**config.mk**
```make
export PLATFORM = sky130hd
export DESIGN_NAME = muldiv_unit_flat
export DESIGN_NICKNAME = d
export VERILOG_FILES = /design/src/rtl/muldiv_pkg.sv /design/src/rtl/muldiv_if.sv /design/src/rtl/muldiv_sign_fix.sv /design/src/rtl/muldiv_unit.sv /design/src/flat_wrapper.sv
export SDC_FILE = /design/constraint.sdc
export NUM_CORES = 1
export LEC_CHECK = 0
export BUFFER_PORTS_ARGS = -buffer_cell sky130_fd_sc_hd__buf_4
export CAP_MARGIN = 0
export CORE_MARGIN = 4
export CORE_UTILIZATION = 61
export DETAILED_ROUTE_END_ITERATION = 16
export PLACE_DENSITY = 0.85
export SLEW_MARGIN = 0
export SYNTH_ARGS = -nofsm -noshare
export SYNTH_HDL_FRONTEND = slang
export SYNTH_SLANG_ARGS = --single-unit
```
**constraint.sdc**
```tcl
create_clock -name clk -period 4 [get_ports clk]
set_clock_uncertainty 0.15 [all_clocks]
set_input_delay 0.8 -clock clk [delete_from_list [all_inputs] [get_ports clk]]
set_output_delay 0.8 -clock clk [all_outputs]
set_load 0.02 [all_outputs]
```
**src/rtl/muldiv_pkg.sv**
```systemverilog
// rtl/muldiv_pkg.sv - shared op and FSM state encodings for the multiply/divide unit
package muldiv_pkg;

  typedef enum logic [1:0] {
    OP_MULT  = 2'b00,
    OP_MULTU = 2'b01,
    OP_DIV   = 2'b10,
    OP_DIVU  = 2'b11
  } op_t;

  typedef enum logic [1:0] {
    S_IDLE = 2'd0,
    S_CALC = 2'd1,
    S_FIX  = 2'd2
  } state_t;

  function automatic logic op_is_div(input logic [1:0] op);
    return op[1];
  endfunction

  function automatic logic op_is_signed(input logic [1:0] op);
    return ~op[0];
  endfunction

endpackage

```
**src/rtl/muldiv_if.sv**
```systemverilog
// rtl/muldiv_if.sv - request, MTHI/MTLO write and HI/LO result bundle of the multiply/divide unit
interface muldiv_if #(
  parameter int WIDTH = 32
) ();
  logic             start;
  logic [1:0]       op;
  logic [WIDTH-1:0] a;
  logic [WIDTH-1:0] b;
  logic             flush;
  logic             wr_hi;
  logic             wr_lo;
  logic [WIDTH-1:0] wdata;
  logic             busy;
  logic             done;
  logic             div_by_zero;
  logic [WIDTH-1:0] hi;
  logic [WIDTH-1:0] lo;

  modport master (
    output start, op, a, b, flush, wr_hi, wr_lo, wdata,
    input  busy, done, div_by_zero, hi, lo
  );

  modport slave (
    input  start, op, a, b, flush, wr_hi, wr_lo, wdata,
    output busy, done, div_by_zero, hi, lo
  );
endinterface

```
**src/rtl/muldiv_sign_fix.sv**
```systemverilog
// rtl/muldiv_sign_fix.sv - operand magnitudes on entry and result sign correction on exit
module muldiv_sign_fix #(
  parameter int WIDTH = 32
) (
  input  logic               is_signed,
  input  logic [WIDTH-1:0]   a,
  input  logic [WIDTH-1:0]   b,
  output logic [WIDTH-1:0]   mag_a,
  output logic [WIDTH-1:0]   mag_b,
  input  logic               is_div,
  input  logic               neg_q,
  input  logic               neg_r,
  input  logic [2*WIDTH-1:0] res,
  output logic [WIDTH-1:0]   fix_hi,
  output logic [WIDTH-1:0]   fix_lo
);
  logic [2*WIDTH-1:0] res_neg;
  logic [WIDTH-1:0]   hi_neg;
  logic [WIDTH-1:0]   lo_neg;

  always_comb begin
    mag_a   = (is_signed && a[WIDTH-1]) ? -a : a;
    mag_b   = (is_signed && b[WIDTH-1]) ? -b : b;
    res_neg = -res;
    hi_neg  = -res[2*WIDTH-1:WIDTH];
    lo_neg  = -res[WIDTH-1:0];
    fix_hi  = res[2*WIDTH-1:WIDTH];
    fix_lo  = res[WIDTH-1:0];
    // Products negate as one wide value; quotient and remainder carry independent signs.
    if (is_div) begin
      if (neg_r) fix_hi = hi_neg;
      if (neg_q) fix_lo = lo_neg;
    end else if (neg_q) begin
      fix_hi = res_neg[2*WIDTH-1:WIDTH];
      fix_lo = res_neg[WIDTH-1:0];
    end
  end
endmodule

```
**src/rtl/muldiv_unit.sv**
```systemverilog
// rtl/muldiv_unit.sv - iterative MULT/MULTU/DIV/DIVU unit with HI/LO registers
// MULDIV_EARLY_OUT_EN: multiplies stop once the remaining multiplier bits are zero.
module muldiv_unit #(
  parameter int WIDTH = 32
) (
  input  logic    clk,
  input  logic    rst,
  muldiv_if.slave bus
);
  import muldiv_pkg::*;

  localparam int CW = $clog2(WIDTH) + 1;

  state_t             state;
  state_t             state_next;
  logic [2*WIDTH-1:0] acc;
  logic [2*WIDTH-1:0] mcand;
  logic [WIDTH-1:0]   mplier;
  logic [WIDTH-1:0]   hi_r;
  logic [WIDTH-1:0]   lo_r;
  logic [WIDTH-1:0]   mag_a;
  logic [WIDTH-1:0]   mag_b;
  logic [WIDTH-1:0]   fix_hi;
  logic [WIDTH-1:0]   fix_lo;
  logic [CW-1:0]      cnt;
  logic               is_div;
  logic               neg_q;
  logic               neg_r;
  logic               dbz;
  logic               done_r;
  logic               dbz_out;
  logic               accept;
  logic               last_step;
  logic               op_div;
  logic               b_zero;
  logic [WIDTH:0]     div_shift;
  logic [WIDTH:0]     div_diff;

  muldiv_sign_fix #(.WIDTH(WIDTH)) u_sign_fix (
    .is_signed (op_is_signed(bus.op)),
    .a         (bus.a),
    .b         (bus.b),
    .mag_a     (mag_a),
    .mag_b     (mag_b),
    .is_div    (is_div),
    .neg_q     (neg_q),
    .neg_r     (neg_r),
    .res       (acc),
    .fix_hi    (fix_hi),
    .fix_lo    (fix_lo)
  );

  assign op_div = op_is_div(bus.op);
  assign b_zero = (bus.b == '0);
  assign accept = (state == S_IDLE) && bus.start && !bus.flush;

`ifdef MULDIV_EARLY_OUT_EN
  assign last_step = (cnt == CW'(WIDTH - 1)) || (!is_div && (mplier[WIDTH-1:1] == '0));
`else
  assign last_step = (cnt == CW'(WIDTH - 1));
`endif

  // Restoring divide: acc holds {remainder, dividend/quotient}, divisor sits in mplier.
  assign div_shift = acc[2*WIDTH-1:WIDTH-1];
  assign div_diff  = div_shift - {1'b0, mplier};

  always_ff @(posedge clk) begin
    if (rst) state <= S_IDLE;
    else     state <= state_next;
  end

  always_comb begin
    state_next = state;
    case (state)
      S_IDLE: if (accept) state_next = (op_div && b_zero) ? S_FIX : S_CALC;
      S_CALC: begin
        if (bus.flush)     state_next = S_IDLE;
        else if (last_step) state_next = S_FIX;
      end
      S_FIX:  state_next = S_IDLE;
      default: state_next = S_IDLE;
    endcase
  end

  always_ff @(posedge clk) begin
    if (rst) begin
      acc     <= '0;
      mcand   <= '0;
      mplier  <= '0;
      hi_r    <= '0;
      lo_r    <= '0;
      cnt     <= '0;
      is_div  <= 1'b0;
      neg_q   <= 1'b0;
      neg_r   <= 1'b0;
      dbz     <= 1'b0;
      done_r  <= 1'b0;
      dbz_out <= 1'b0;
    end else begin
      done_r  <= 1'b0;
      dbz_out <= 1'b0;
      case (state)
        S_IDLE: begin
          if (bus.wr_hi) hi_r <= bus.wdata;
          if (bus.wr_lo) lo_r <= bus.wdata;
          if (accept) begin
            is_div <= op_div;
            neg_q  <= op_is_signed(bus.op) && (bus.a[WIDTH-1] ^ bus.b[WIDTH-1]);
            neg_r  <= op_is_signed(bus.op) && bus.a[WIDTH-1];
            dbz    <= op_div && b_zero;
            cnt    <= '0;
            mplier <= mag_b;
            if (op_div) begin
              acc   <= {{WIDTH{1'b0}}, mag_a};
              mcand <= '0;
            end else begin
              acc   <= '0;
              mcand <= {{WIDTH{1'b0}}, mag_a};
            end
          end
        end
        S_CALC: begin
          if (!bus.flush) begin
            cnt <= cnt + CW'(1);
            if (is_div) begin
              if (!div_diff[WIDTH]) acc <= {div_diff[WIDTH-1:0], acc[WIDTH-2:0], 1'b1};
              else                  acc <= {div_shift[WIDTH-1:0], acc[WIDTH-2:0], 1'b0};
            end else begin
              if (mplier[0]) acc <= acc + mcand;
              mcand  <= mcand << 1;
              mplier <= mplier >> 1;
            end
          end
        end
        S_FIX: begin
          if (!bus.flush) begin
            done_r  <= 1'b1;
            dbz_out <= dbz;
            if (!dbz) begin
              hi_r <= fix_hi;
              lo_r <= fix_lo;
            end
          end
        end
        default: ;
      endcase
    end
  end

  assign bus.busy        = (state != S_IDLE);
  assign bus.done        = done_r;
  assign bus.div_by_zero = dbz_out;
  assign bus.hi          = hi_r;
  assign bus.lo          = lo_r;
endmodule

```
**src/flat_wrapper.sv**
```systemverilog
// flat-port wrapper written by rule: the top's interface ports become plain ports
module muldiv_unit_flat import muldiv_pkg::*;
#(
  parameter int WIDTH = 32
)
  (clk, rst, bus_start, bus_op, bus_a, bus_b, bus_flush, bus_wr_hi, bus_wr_lo, bus_wdata, bus_busy, bus_done, bus_div_by_zero, bus_hi, bus_lo);
  muldiv_if #(.WIDTH(WIDTH)) bus_i ();
  input  logic clk;
  input  logic rst;
  input wire logic [$bits(bus_i.start)-1:0] bus_start;
  input wire logic [$bits(bus_i.op)-1:0] bus_op;
  input wire logic [$bits(bus_i.a)-1:0] bus_a;
  input wire logic [$bits(bus_i.b)-1:0] bus_b;
  input wire logic [$bits(bus_i.flush)-1:0] bus_flush;
  input wire logic [$bits(bus_i.wr_hi)-1:0] bus_wr_hi;
  input wire logic [$bits(bus_i.wr_lo)-1:0] bus_wr_lo;
  input wire logic [$bits(bus_i.wdata)-1:0] bus_wdata;
  output wire logic [$bits(bus_i.busy)-1:0] bus_busy;
  output wire logic [$bits(bus_i.done)-1:0] bus_done;
  output wire logic [$bits(bus_i.div_by_zero)-1:0] bus_div_by_zero;
  output wire logic [$bits(bus_i.hi)-1:0] bus_hi;
  output wire logic [$bits(bus_i.lo)-1:0] bus_lo;
  assign bus_i.start = bus_start;
  assign bus_i.op = bus_op;
  assign bus_i.a = bus_a;
  assign bus_i.b = bus_b;
  assign bus_i.flush = bus_flush;
  assign bus_i.wr_hi = bus_wr_hi;
  assign bus_i.wr_lo = bus_wr_lo;
  assign bus_i.wdata = bus_wdata;
  assign bus_busy = bus_i.busy;
  assign bus_done = bus_i.done;
  assign bus_div_by_zero = bus_i.div_by_zero;
  assign bus_hi = bus_i.hi;
  assign bus_lo = bus_i.lo;
  muldiv_unit #(.WIDTH(WIDTH)) u_core (.clk(clk), .rst(rst), .bus(bus_i));
endmodule
```
==> results.sh, run 1 <==
export IMPL_status="finished, final reports clean"
export IMPL_grt_use_met1_pct=53.5
export IMPL_vias=20257
export IMPL_rrSetupSlack_ns=0.19
export IMPL_hp_class="flop to flop"
export IMPL_cts_buffer_depth=3
export IMPL_synth_nets=2739
export IMPL_grt_use_met2_pct=56.4
export IMPL_final_cell_mix="378 x nor2_1, 278 x a21oi_1, 252 x buf_4"
export IMPL_tns_ns=0
export IMPL_multi_input_area_sq_mm=0.0129
export IMPL_reg2reg_depth=14
export IMPL_vias_per_cell=6.62
export IMPL_initial_core_util_pct=62.2
export IMPL_clock_latency_ns=0.55
export IMPL_gp_congestion=1.02
export IMPL_clk_pin_slew_worst_paths_ns=0.07
export IMPL_synth_simple_area_share_pct=20.8
export IMPL_drv_cap=0
export IMPL_drive_gt1_share_pct=13.2
export IMPL_worst_slack_ns=0.189
export IMPL_grt_pass1_vias=18585
export IMPL_n_antenna_cell=0
export IMPL_crit_buf_inv=2
export IMPL_numPortBuffers=170
export IMPL_pre_cts_slack_ns=0.113
export IMPL_cts_buffers=27
export IMPL_drtIter0Drc=2402
export IMPL_use_met3_pct=9.75
export IMPL_syn_to_final_growth_pct=15.3
export IMPL_dieArea_sq_mm=0.0332
export IMPL_ys_ff_latch=238
export IMPL_synth_area_sq_mm=0.0185
export IMPL_cts_sinks=238
export IMPL_synth_cell_types=82
export IMPL_placementRows=63
export IMPL_synth_edff_count=0
export IMPL_syn_inst=2533
export IMPL_h_tree_depth=1
export IMPL_antenna_found_initial=0
export IMPL_ys_seq_area_share_pct=25.7
export IMPL_die_h_um=182
export IMPL_grt_overflow=0
export IMPL_min_path_cells=2
export IMPL_min_from="u_core.bus.hi[9]$_SDFFE_PP0P_"
export IMPL_cts_tree="built"
export IMPL_final_util_pct=71.7
export IMPL_grt_max_degree=121
export IMPL_arrival_ns=4.06
export IMPL_top_usage_layer="met2"
export IMPL_synth_compound_area_share_pct=30.0
export IMPL_critical_path_required_ns=4.25
export IMPL_drc=0
export IMPL_tightest_slew_ns=1.36
export IMPL_synth_async_reset_ratio_pct=0
export IMPL_synthFlopType="dfxtp_1"
export IMPL_worstPathCellList="inv_1 > ha_1 > fa_1 > nand2b_1 > a21oi_2 > o21a_1 > a31oi_1 > o21bai_2 > a21oi_1 > xnor2_2 > buf_12 > mux2_2 > a22oi_1 > o21ai_0"
export IMPL_dieWidth_um=182
export IMPL_startpoint_type="flop"
export IMPL_yosys_area_share_adder_pct=6.97
export IMPL_rsz0062_at_grt="false"
export IMPL_slew_violations=0
export IMPL_drt_total_wl_mm=66.6
export IMPL_fin_crit_ns=3.81
export IMPL_clock_fmax_mhz=262
export IMPL_fill_cells=2469
export IMPL_path_max_fanout=26
export IMPL_powerDensity_mw_per_mm2=361
export IMPL_hold_violations=0
export IMPL_wire_per_inst_um=21.8
export IMPL_gr_usage_all_layers_pct=38.0
export IMPL_root_buffer="clkbuf_16"
export IMPL_synthMuxAreaShare_pct=1.76
export IMPL_p_leak_nw=8.90
export IMPL_syn_avg_cell_area_sq_um=7.32
export IMPL_synth_warning_count=0
export IMPL_max_vdd_ir_drop_uv=367
export IMPL_dr_pass1_iters=6
export IMPL_nNetsFinal=2858
export IMPL_grt_pass1_wl_mm=103
export IMPL_crit_slowest_cell="dfxtp_1"
export IMPL_layout_commonest_cell="nor2_1"
export IMPL_design_core_area_sq_mm=0.0298
export IMPL_layout_area_seq_sq_mm=0.00477
export IMPL_hold_end="u_core.bus.hi[9]$_SDFFE_PP0P_"
export IMPL_setup_viol=0
export IMPL_dp_hpwl_mm=50.4
export IMPL_antenna_left=0
export IMPL_r2r_start="u_core.acc[31]$_SDFFE_PP0P_"
export IMPL_critical_path_top_delay_family="compound AO/OA/AOI/OAI gates"
export IMPL_crit_path_end_kind="flop"
export IMPL_io_pins=171
export IMPL_max_stage_delay_ns=0.45
export IMPL_setup_worst_path_class="flop to flop"
export IMPL_period_share_pct=95.3
export IMPL_max_slew_margin_pct=8.81
export IMPL_synth_xor_area_share_pct=9.69
export IMPL_r2r_end="u_core.acc[50]$_SDFFE_PP0P_"
export IMPL_synth_top_family_by_area="compound AO/OA/AOI/OAI gates"
-- tightest hold or removal path, cell delays in order, from the launching register on --
cell and delay (ns):
dfxtp_1 0.32, nand2_1 0.05, a21oi_1 0.05
-- cell type report --
class	count	share of cell area [%]
well taps	390	2.28
multi-input cells	2049	60.4
repair buffers	256	9.18
clock inverters	14	0.755
inverters	80	1.40
flip-flops and latches	238	22.3
clock buffers	35	3.68
-- state kept, by name, summed over array words and instances, names as in the netlist, 2 cells and up --
name,count
u_core.mcand,64
u_core.bus.hi,32
u_core.state,2
u_core.cnt,6
u_core.acc,64
u_core.mplier,32
u_core.bus.lo,32
-- per-stage QoR --
stage / instances / power (W) / hold WS [ns] / area [sq um]
finish: 3062 / 0.00771 / 0.321 / 21400
global route: 3062 / 0.00802 / 0.350 / 21400
CTS: 3062 / 0.00765 / 0.317 / 21300
detailed placement: 3013 / 0.00502 / 0.309 / 20400
global placement: 3013 / 0.00497 / 0.293 / 20400
floorplan: 2533 / 0.00424 / 0.300 / 18500
-- cell usage after synthesis, types with 14 or more instances --
library cell | count | area, sq um
ha_1 | 100 | 1250
nor4_1 | 17 | 106
o21a_1 | 14 | 105
nor2_1 | 381 | 1430
a211oi_1 | 91 | 683
a31oi_1 | 24 | 150
o31ai_1 | 19 | 143
clkbuf_1 | 151 | 567
nand2b_1 | 17 | 106
inv_1 | 80 | 300
a21oi_1 | 279 | 1400
a221o_1 | 17 | 170
dfxtp_1 | 238 | 4760
xnor2_1 | 101 | 885
mux2i_1 | 18 | 180
o211ai_1 | 21 | 158
o21bai_1 | 21 | 158
nand4_1 | 26 | 163
nand2_1 | 197 | 739
nand3_1 | 38 | 190
or3_1 | 20 | 125
o21ai_0 | 139 | 696
a221oi_1 | 39 | 342
a21o_1 | 37 | 278
nor3_1 | 86 | 430
xor2_1 | 104 | 911
a22oi_1 | 47 | 353
-- what timing repair did --
action	CTS	global route
resized for setup	0	6
hold buffers	0	0
endpoints found under the setup margin	0	14
setup buffers	0	0
hold endpoints to repair	0	0
-- kinds of logic after synthesis --
logic type | after synthesis
DFF | 238
muxes | 31
and+or+nand+nor | 856
xor gates and xnor gates | 205
buffers and inverters | 246
AOI/OAI and AO/OA | 855
adders and majority gates | 102
-- power by group --
group	total [W]	internal (W)	switching, W
clock	0.00265	0.00157	0.00108
sequential	0.00271	0.00255	0.000165
combinational	0.00235	0.000890	0.00146
total	0.00771	0.00501	0.00270
-- metal layers --
layer | up-vias | part of all wire (%)
li1 | 9487 | -
met1 | 9382 | 42
met2 | 1251 | 41
met3 | 137 | 13
met4 | 0 | 3.6
met5 | - | 0
-- how the worst max path moves through the flow --
stage / from / endpoint / slack [ns] / depth (start not counted)
after global routing: u_core.mcand[0]$_SDFFE_PP0P_ / u_core.acc[62]$_SDFFE_PP0P_ / 0.03 / 14
after floorplan: u_core.acc[31]$_SDFFE_PP0P_ / u_core.acc[60]$_SDFFE_PP0P_ / 0.48 / 14
final: u_core.acc[31]$_SDFFE_PP0P_ / u_core.acc[50]$_SDFFE_PP0P_ / 0.19 / 14
after global placement: u_core.acc[15]$_SDFFE_PP0P_ / u_core.bus.hi[16]$_SDFFE_PP0P_ / 0.27 / 11
after detailed placement: u_core.acc[31]$_SDFFE_PP0P_ / u_core.acc[50]$_SDFFE_PP0P_ / 0.11 / 14
after CTS: u_core.acc[31]$_SDFFE_PP0P_ / u_core.acc[50]$_SDFFE_PP0P_ / 0.1 / 14
No activity file was read; power rests on OpenSTA's default activity.
==> inputs of run 2 (changes only) <==
--- a/config.mk
+++ b/config.mk
@@ -7,10 +7,13 @@
 export LEC_CHECK = 0
 export BUFFER_PORTS_ARGS = -buffer_cell sky130_fd_sc_hd__buf_4
 export CAP_MARGIN = 0
+export CELL_PAD_IN_SITES_DETAIL_PLACEMENT = 0
+export CELL_PAD_IN_SITES_GLOBAL_PLACEMENT = 1
 export CORE_MARGIN = 4
-export CORE_UTILIZATION = 61
+export CORE_UTILIZATION = 45
 export DETAILED_ROUTE_END_ITERATION = 16
 export PLACE_DENSITY = 0.85
+export RECOVER_POWER = 100
 export SLEW_MARGIN = 0
 export SYNTH_ARGS = -nofsm -noshare
 export SYNTH_HDL_FRONTEND = slang
==> run 2 against run 1 <==
- the flow now finishes with violations (capacitance limit, slew limit)
- setup slack worse by 0.026 ns
- final cell count up 6.1%
- core utilization is 19 points lower
- critical path type unchanged
- largest cell class unchanged
- highest routed layer is now met5
==> results.sh, run 2 (synthesized netlist as in run 1, its figures left out) <==
export IMPL_status="finished with violations"
export IMPL_violations="capacitance limit, slew limit"
export IMPL_die_h_um=211
export IMPL_drt_total_wl_mm=70.7
export IMPL_clk_pin_slew_worst_paths_ns=0.06
export IMPL_powerDensity_mw_per_mm2=363
export IMPL_design_core_area_sq_mm=0.0407
export IMPL_dr_pass1_iters=6
export IMPL_cts_buffers=28
export IMPL_h_tree_depth=1
export IMPL_gp_congestion=0.972
export IMPL_startpoint_type="flop"
export IMPL_cts_sinks=238
export IMPL_grt_max_degree=90
export IMPL_drtIter0Drc=2055
export IMPL_placementRows=74
export IMPL_arrival_ns=4.18
export IMPL_cts_resized=0
export IMPL_tns_ns=0
export IMPL_grt_pass1_vias=18348
export IMPL_rsz0062_at_grt="false"
export IMPL_min_from="u_core.bus.hi[0]$_SDFFE_PP0P_"
export IMPL_hold_violations=0
export IMPL_max_vdd_ir_drop_uv=240
export IMPL_layout_cells_non_filler=3249
export IMPL_drc=0
export IMPL_final_cell_mix="379 x nor2_1, 279 x a21oi_1, 237 x dfxtp_1"
export IMPL_io_pins=171
export IMPL_dp_hpwl_mm=54.7
export IMPL_fill_cells=4126
export IMPL_wire_per_inst_um=21.8
export IMPL_clock_latency_ns=0.58
export IMPL_drv_cap=2
export IMPL_top_regs="u_core.acc: 64 flops, u_core.mcand: 64 flops"
export IMPL_crit_path_end_kind="flop"
export IMPL_hold_end="u_core.bus.hi[0]$_SDFFE_PP0P_"
export IMPL_layout_commonest_cell="nor2_1"
export IMPL_setup_viol=0
export IMPL_antenna_left=0
export IMPL_vias=20004
export IMPL_p_leak_nw=8.79
export IMPL_nNetsFinal=2905
export IMPL_setup_worst_path_class="flop to flop"
export IMPL_grt_pass1_wl_mm=107
export IMPL_cpMostUsedCell="a21oi_1"
export IMPL_clock_fmax_mhz=261
export IMPL_hp_class="flop to flop"
export IMPL_ctsHoldBuffers=0
export IMPL_drive_gt1_share_pct=11.0
export IMPL_placed_cells=3201
export IMPL_fin_crit_ns=3.84
export IMPL_numPortBuffers=170
export IMPL_crit_slowest_cell="or4_1"
export IMPL_antenna_found_initial=1
export IMPL_reg2reg_depth=11
export IMPL_critical_path_required_ns=4.34
export IMPL_dieWidth_um=211
export IMPL_max_stage_delay_ns=0.66
export IMPL_rrSetupSlack_ns=0.16
export IMPL_grt_overflow=0
export IMPL_syn_to_final_growth_pct=16.3
export IMPL_worstPathCellList="buf_4 > nor4_1 > nor4b_2 > nand4_1 > or4_1 > nand2_2 > a21oi_1 > a41o_1 > nor4b_1 > a21oi_1 > nor2_1"
export IMPL_post_cts_buffers=0
export IMPL_multi_input_area_sq_mm=0.0129
export IMPL_cts_tree="built"
export IMPL_vias_per_cell=6.16
export IMPL_layout_area_seq_sq_mm=0.00477
export IMPL_min_path_cells=2
export IMPL_period_share_pct=95.9
export IMPL_placedInstanceArea_sq_mm=0.0209
export IMPL_dieArea_sq_mm=0.0445
export IMPL_final_area_sq_mm=0.0216
export IMPL_n_antenna_cell=0
export IMPL_slew_violations=66
export IMPL_path_max_fanout=8
export IMPL_max_slew_margin_pct=-13.8
export IMPL_tightest_slew_ns=1.71
export IMPL_initial_core_util_pct=45.5
export IMPL_gr_usage_all_layers_pct=30.1
export IMPL_r2r_end="u_core.bus.hi[19]$_SDFFE_PP0P_"
export IMPL_holdWs_ns=0.312
export IMPL_root_buffer="clkbuf_16"
export IMPL_r2r_start="u_core.acc[2]$_SDFFE_PP0P_"
export IMPL_cts_buffer_depth=3
run 2: metrics by stage:
| stage | utilization (%) | setup slack (ns) | power (W) |
|---|---|---|---|
| 2_1_floorplan | - | 0.483 | 0.00424 |
| 3_3_place_gp | 51.4 | 0.293 | 0.00511 |
| 3_5_place_dp | 51.4 | 0.272 | 0.00514 |
| 4_1_cts | 53.8 | 0.281 | 0.00790 |
| 5_1_grt | 52.9 | 0.000598 | 0.00817 |
| 6_report | 52.9 | 0.163 | 0.00783 |
run 2: worst max path at each step:
stage                                           to  slack, ns                         start
floorplan              u_core.acc[60]$_SDFFE_PP0P_       0.48   u_core.acc[31]$_SDFFE_PP0P_
global placement       u_core.acc[21]$_SDFFE_PP0P_       0.29                      bus_a[4]
global route           u_core.acc[54]$_SDFFE_PP0P_     0.0006   u_core.acc[31]$_SDFFE_PP0P_
CTS                    u_core.acc[60]$_SDFFE_PP0P_       0.28  u_core.mcand[0]$_SDFFE_PP0P_
detailed placement     u_core.acc[21]$_SDFFE_PP0P_       0.27                      bus_a[4]
finish              u_core.bus.hi[19]$_SDFFE_PP0P_       0.16    u_core.acc[2]$_SDFFE_PP0P_
run 2: layout make-up:
type                    count  area share, %
clock buffers              39           3.82
clock inverters             9          0.685
inverters                  80           1.39
multi-input cells        2049           59.6
flip-flops and latches    238           22.1
well taps                 532           3.09
repair buffers            302           9.27
run 2: power by group:
part | internal, W | switching (W)
clock | 0.00168 | 0.00108
sequential | 0.00255 | 0.000132
combinational | 0.000869 | 0.00152
total | 0.00509 | 0.00273
run 2: worst max-delay path, delay by kind of cell, from the launching register on:
kind / cells / cell delay, ns
and+or+nand+nor: 7 / 2.75
DFF: 1 / 0.31
AOI/OAI and AO/OA: 3 / 0.37
buffers and inverters: 1 / 0.16
run 2: routing by layer:
| layer | vias to the layer above | part of all wire (%) | global-route usage (%) |
|---|---|---|---|
| met5 | - | 0.028 | 0 |
| met4 | 2 | 2.8 | 8.58 |
| met3 | 99 | 9.9 | 6.02 |
| met2 | 878 | 41 | 43.9 |
| met1 | 9455 | 46 | 44.9 |
| li1 | 9570 | - | - |
==> inputs of run 3 (changes only) <==
--- a/config.mk
+++ b/config.mk
@@ -5,6 +5,7 @@
 export SDC_FILE = /design/constraint.sdc
 export NUM_CORES = 1
 export LEC_CHECK = 0
+export ABC_CLOCK_PERIOD_IN_PS = 4000
 export BUFFER_PORTS_ARGS = -buffer_cell sky130_fd_sc_hd__buf_4
 export CAP_MARGIN = 0
 export CELL_PAD_IN_SITES_DETAIL_PLACEMENT = 0
@@ -14,6 +15,7 @@
 export DETAILED_ROUTE_END_ITERATION = 16
 export PLACE_DENSITY = 0.85
 export RECOVER_POWER = 100
+export SETUP_SLACK_MARGIN = 0.4
 export SLEW_MARGIN = 0
 export SYNTH_ARGS = -nofsm -noshare
 export SYNTH_HDL_FRONTEND = slang
==> constraint.sdc (replaced) <==
create_clock -name clk -period 4 [get_ports clk]
set_clock_uncertainty 0.15 [all_clocks]
set_input_delay 0.6 -clock clk [delete_from_list [all_inputs] [get_ports clk]]
set_output_delay 0.6 -clock clk [all_outputs]
set_load 0.02 [all_outputs]
==> run 3 against run 2 <==
- the run still ends with capacitance limit, slew limit left
- die area is the same
- non-clock buffer count shrank 1
- sequential power is essentially flat
- highest routed layer unchanged
- core utilization grew 0.33 points
- register-to-register slack gained 0.11 ns
- critical path type unchanged
- via count grew 0.54%
- final cell count is essentially flat
- global-route usage grew 0.64 points
- largest cell class unchanged
==> results.sh, run 3 (synthesized netlist as in run 1, its figures left out) <==
export IMPL_drt_total_wl_mm=72.1
export IMPL_powerDensity_mw_per_mm2=357
export IMPL_rsz0062_at_grt="true"
export IMPL_startpoint_type="flop"
export IMPL_path_max_fanout=7
export IMPL_antenna_found_initial=1
export IMPL_crit_path_end_kind="flop"
export IMPL_cts_buffers=28
export IMPL_drive_gt1_share_pct=12.4
export IMPL_initial_core_util_pct=45.5
export IMPL_slew_violations=142
export IMPL_final_cell_mix="377 x nor2_1, 275 x a21oi_1, 233 x dfxtp_1"
export IMPL_setup_worst_path_class="flop to flop"
export IMPL_cts_sinks=238
export IMPL_grt_max_degree=121
export IMPL_critical_path_required_ns=4.32
export IMPL_drtIter0Drc=1879
export IMPL_tightest_slew_ns=2.01
export IMPL_grt_pass1_wl_mm=109
export IMPL_worst_slack_ns=0.268
export IMPL_layout_commonest_cell="nor2_1"
export IMPL_dp_hpwl_mm=54.9
export IMPL_cts_tree="built"
export IMPL_nNetsFinal=2904
export IMPL_dieArea_sq_mm=0.0445
export IMPL_top_regs="u_core.acc: 64 flops, u_core.mcand: 64 flops"
export IMPL_clock_latency_ns=0.61
export IMPL_max_slew_margin_pct=-34.1
export IMPL_reg2reg_depth=12
export IMPL_hp_class="input pin to flop"
export IMPL_fin_crit_ns=3.73
export IMPL_clk_pin_slew_worst_paths_ns=0.06
export IMPL_grt_pass1_vias=18709
export IMPL_h_tree_depth=1
export IMPL_root_buffer="clkbuf_16"
export IMPL_clock_fmax_mhz=268
export IMPL_dr_pass1_iters=5
export IMPL_vias=20113
export IMPL_grt_overflow=0
export IMPL_hold_violations=0
export IMPL_wire_per_inst_um=22.2
export IMPL_syn_to_final_growth_pct=17.0
export IMPL_drc=0
export IMPL_placementRows=74
export IMPL_vias_per_cell=6.19
export IMPL_arrival_ns=4.05
export IMPL_status="finished with violations"
export IMPL_setup_viol=0
export IMPL_drv_cap=2
export IMPL_max_vdd_ir_drop_uv=290
export IMPL_tns_ns=0
export IMPL_design_core_area_sq_mm=0.0407
export IMPL_n_antenna_cell=0
export IMPL_ctsHoldBuffers=0
export IMPL_numPortBuffers=170
export IMPL_dieWidth_um=211
export IMPL_cts_buffer_depth=3
export IMPL_die_h_um=211
export IMPL_finalPower_w=0.00775
export IMPL_pre_cts_slack_ns=0.289
export IMPL_antenna_left=0
export IMPL_min_path_cells=3
export IMPL_p_leak_nw=8.81
export IMPL_violations="capacitance limit, slew limit"
export IMPL_io_pins=171
export IMPL_gp_congestion=1.01
export IMPL_gr_usage_all_layers_pct=30.7
export IMPL_period_share_pct=93.3
[run 3: cell types whose count changed in the layout (fill, tap and decap cells not counted), sizes merged]
cell,delta
clkinvlp,-1
bufinv,-1
buf,-1
clkinv,+5
clkbuf,-4
[run 3: power breakdown]
part,internal (W),switching [W],total [W]
clock network,0.00156,0.00110,0.00266
registers,0.00255,0.000145,0.00269
logic,0.000883,0.00152,0.00240
total,0.00498,0.00277,0.00775
[run 3: final cells by class]
type | count | area, sq um
clock buffer | 35 | 777
clock inverter | 12 | 150
fill | 4054 | 19000
inverter | 80 | 300
multi-input combinational | 2049 | 13000
sequential | 238 | 4770
tap | 532 | 666
timing repair buffer | 301 | 1990
[run 3: metal layers]
metal	routed length, um	track usage, %
met5	13	0
met2	29200	44.1
met1	32900	44.5
met4	2360	10.5
met3	7520	8.18
[run 3: stage by stage]
| step | instance area [sq um] | hold WS (ns) | utilization, % | std cells |
|---|---|---|---|---|
| 4_1_cts | 21700 | 0.140 | 53.4 | 3234 |
| 3_3_place_gp | 20800 | 0.294 | 51.1 | 3187 |
| 5_1_grt | 21700 | 0.163 | 53.2 | 3247 |
| 6_report | 21700 | 0.149 | 53.2 | 3247 |
| 2_1_floorplan | 18500 | 0.300 | - | 2533 |
| 3_5_place_dp | 20800 | 0.308 | 51.1 | 3187 |
[run 3: critical path, stage by stage (launching register included)]
cell	delay (ns)
dfxtp_1	0.33
clkbuf_1	0.19
or4_1	0.65
or3_1	0.37
nor4b_1	0.31
clkbuf_1	0.21
and4b_1	0.32
nor2_1	0.19
nor3_2	0.22
a31oi_1	0.12
xnor2_1	0.16
a211o_1	0.30
a21oi_1	0.11
[run 3: worst paths after layout]
kind	from	to	slack [ns]
hold reg to reg	u_core.bus.hi[0]$_SDFFE_PP0P_	u_core.bus.hi[0]$_SDFFE_PP0P_	0.31
setup reg to reg	u_core.acc[8]$_SDFFE_PP0P_	u_core.bus.hi[16]$_SDFFE_PP0P_	0.27
hold / removal	bus_op[1]	u_core.is_div$_SDFFE_PP0P_	0.15
setup / recovery	u_core.acc[8]$_SDFFE_PP0P_	u_core.bus.hi[16]$_SDFFE_PP0P_	0.27
[run 3: what timing repair did]
action / in CTS / in global routing
resized for setup: 2 / 44
setup endpoints to repair: 5 / 42
pin swaps: 1 / 6
setup buffers: 0 / 11
gates cloned: 0 / 2
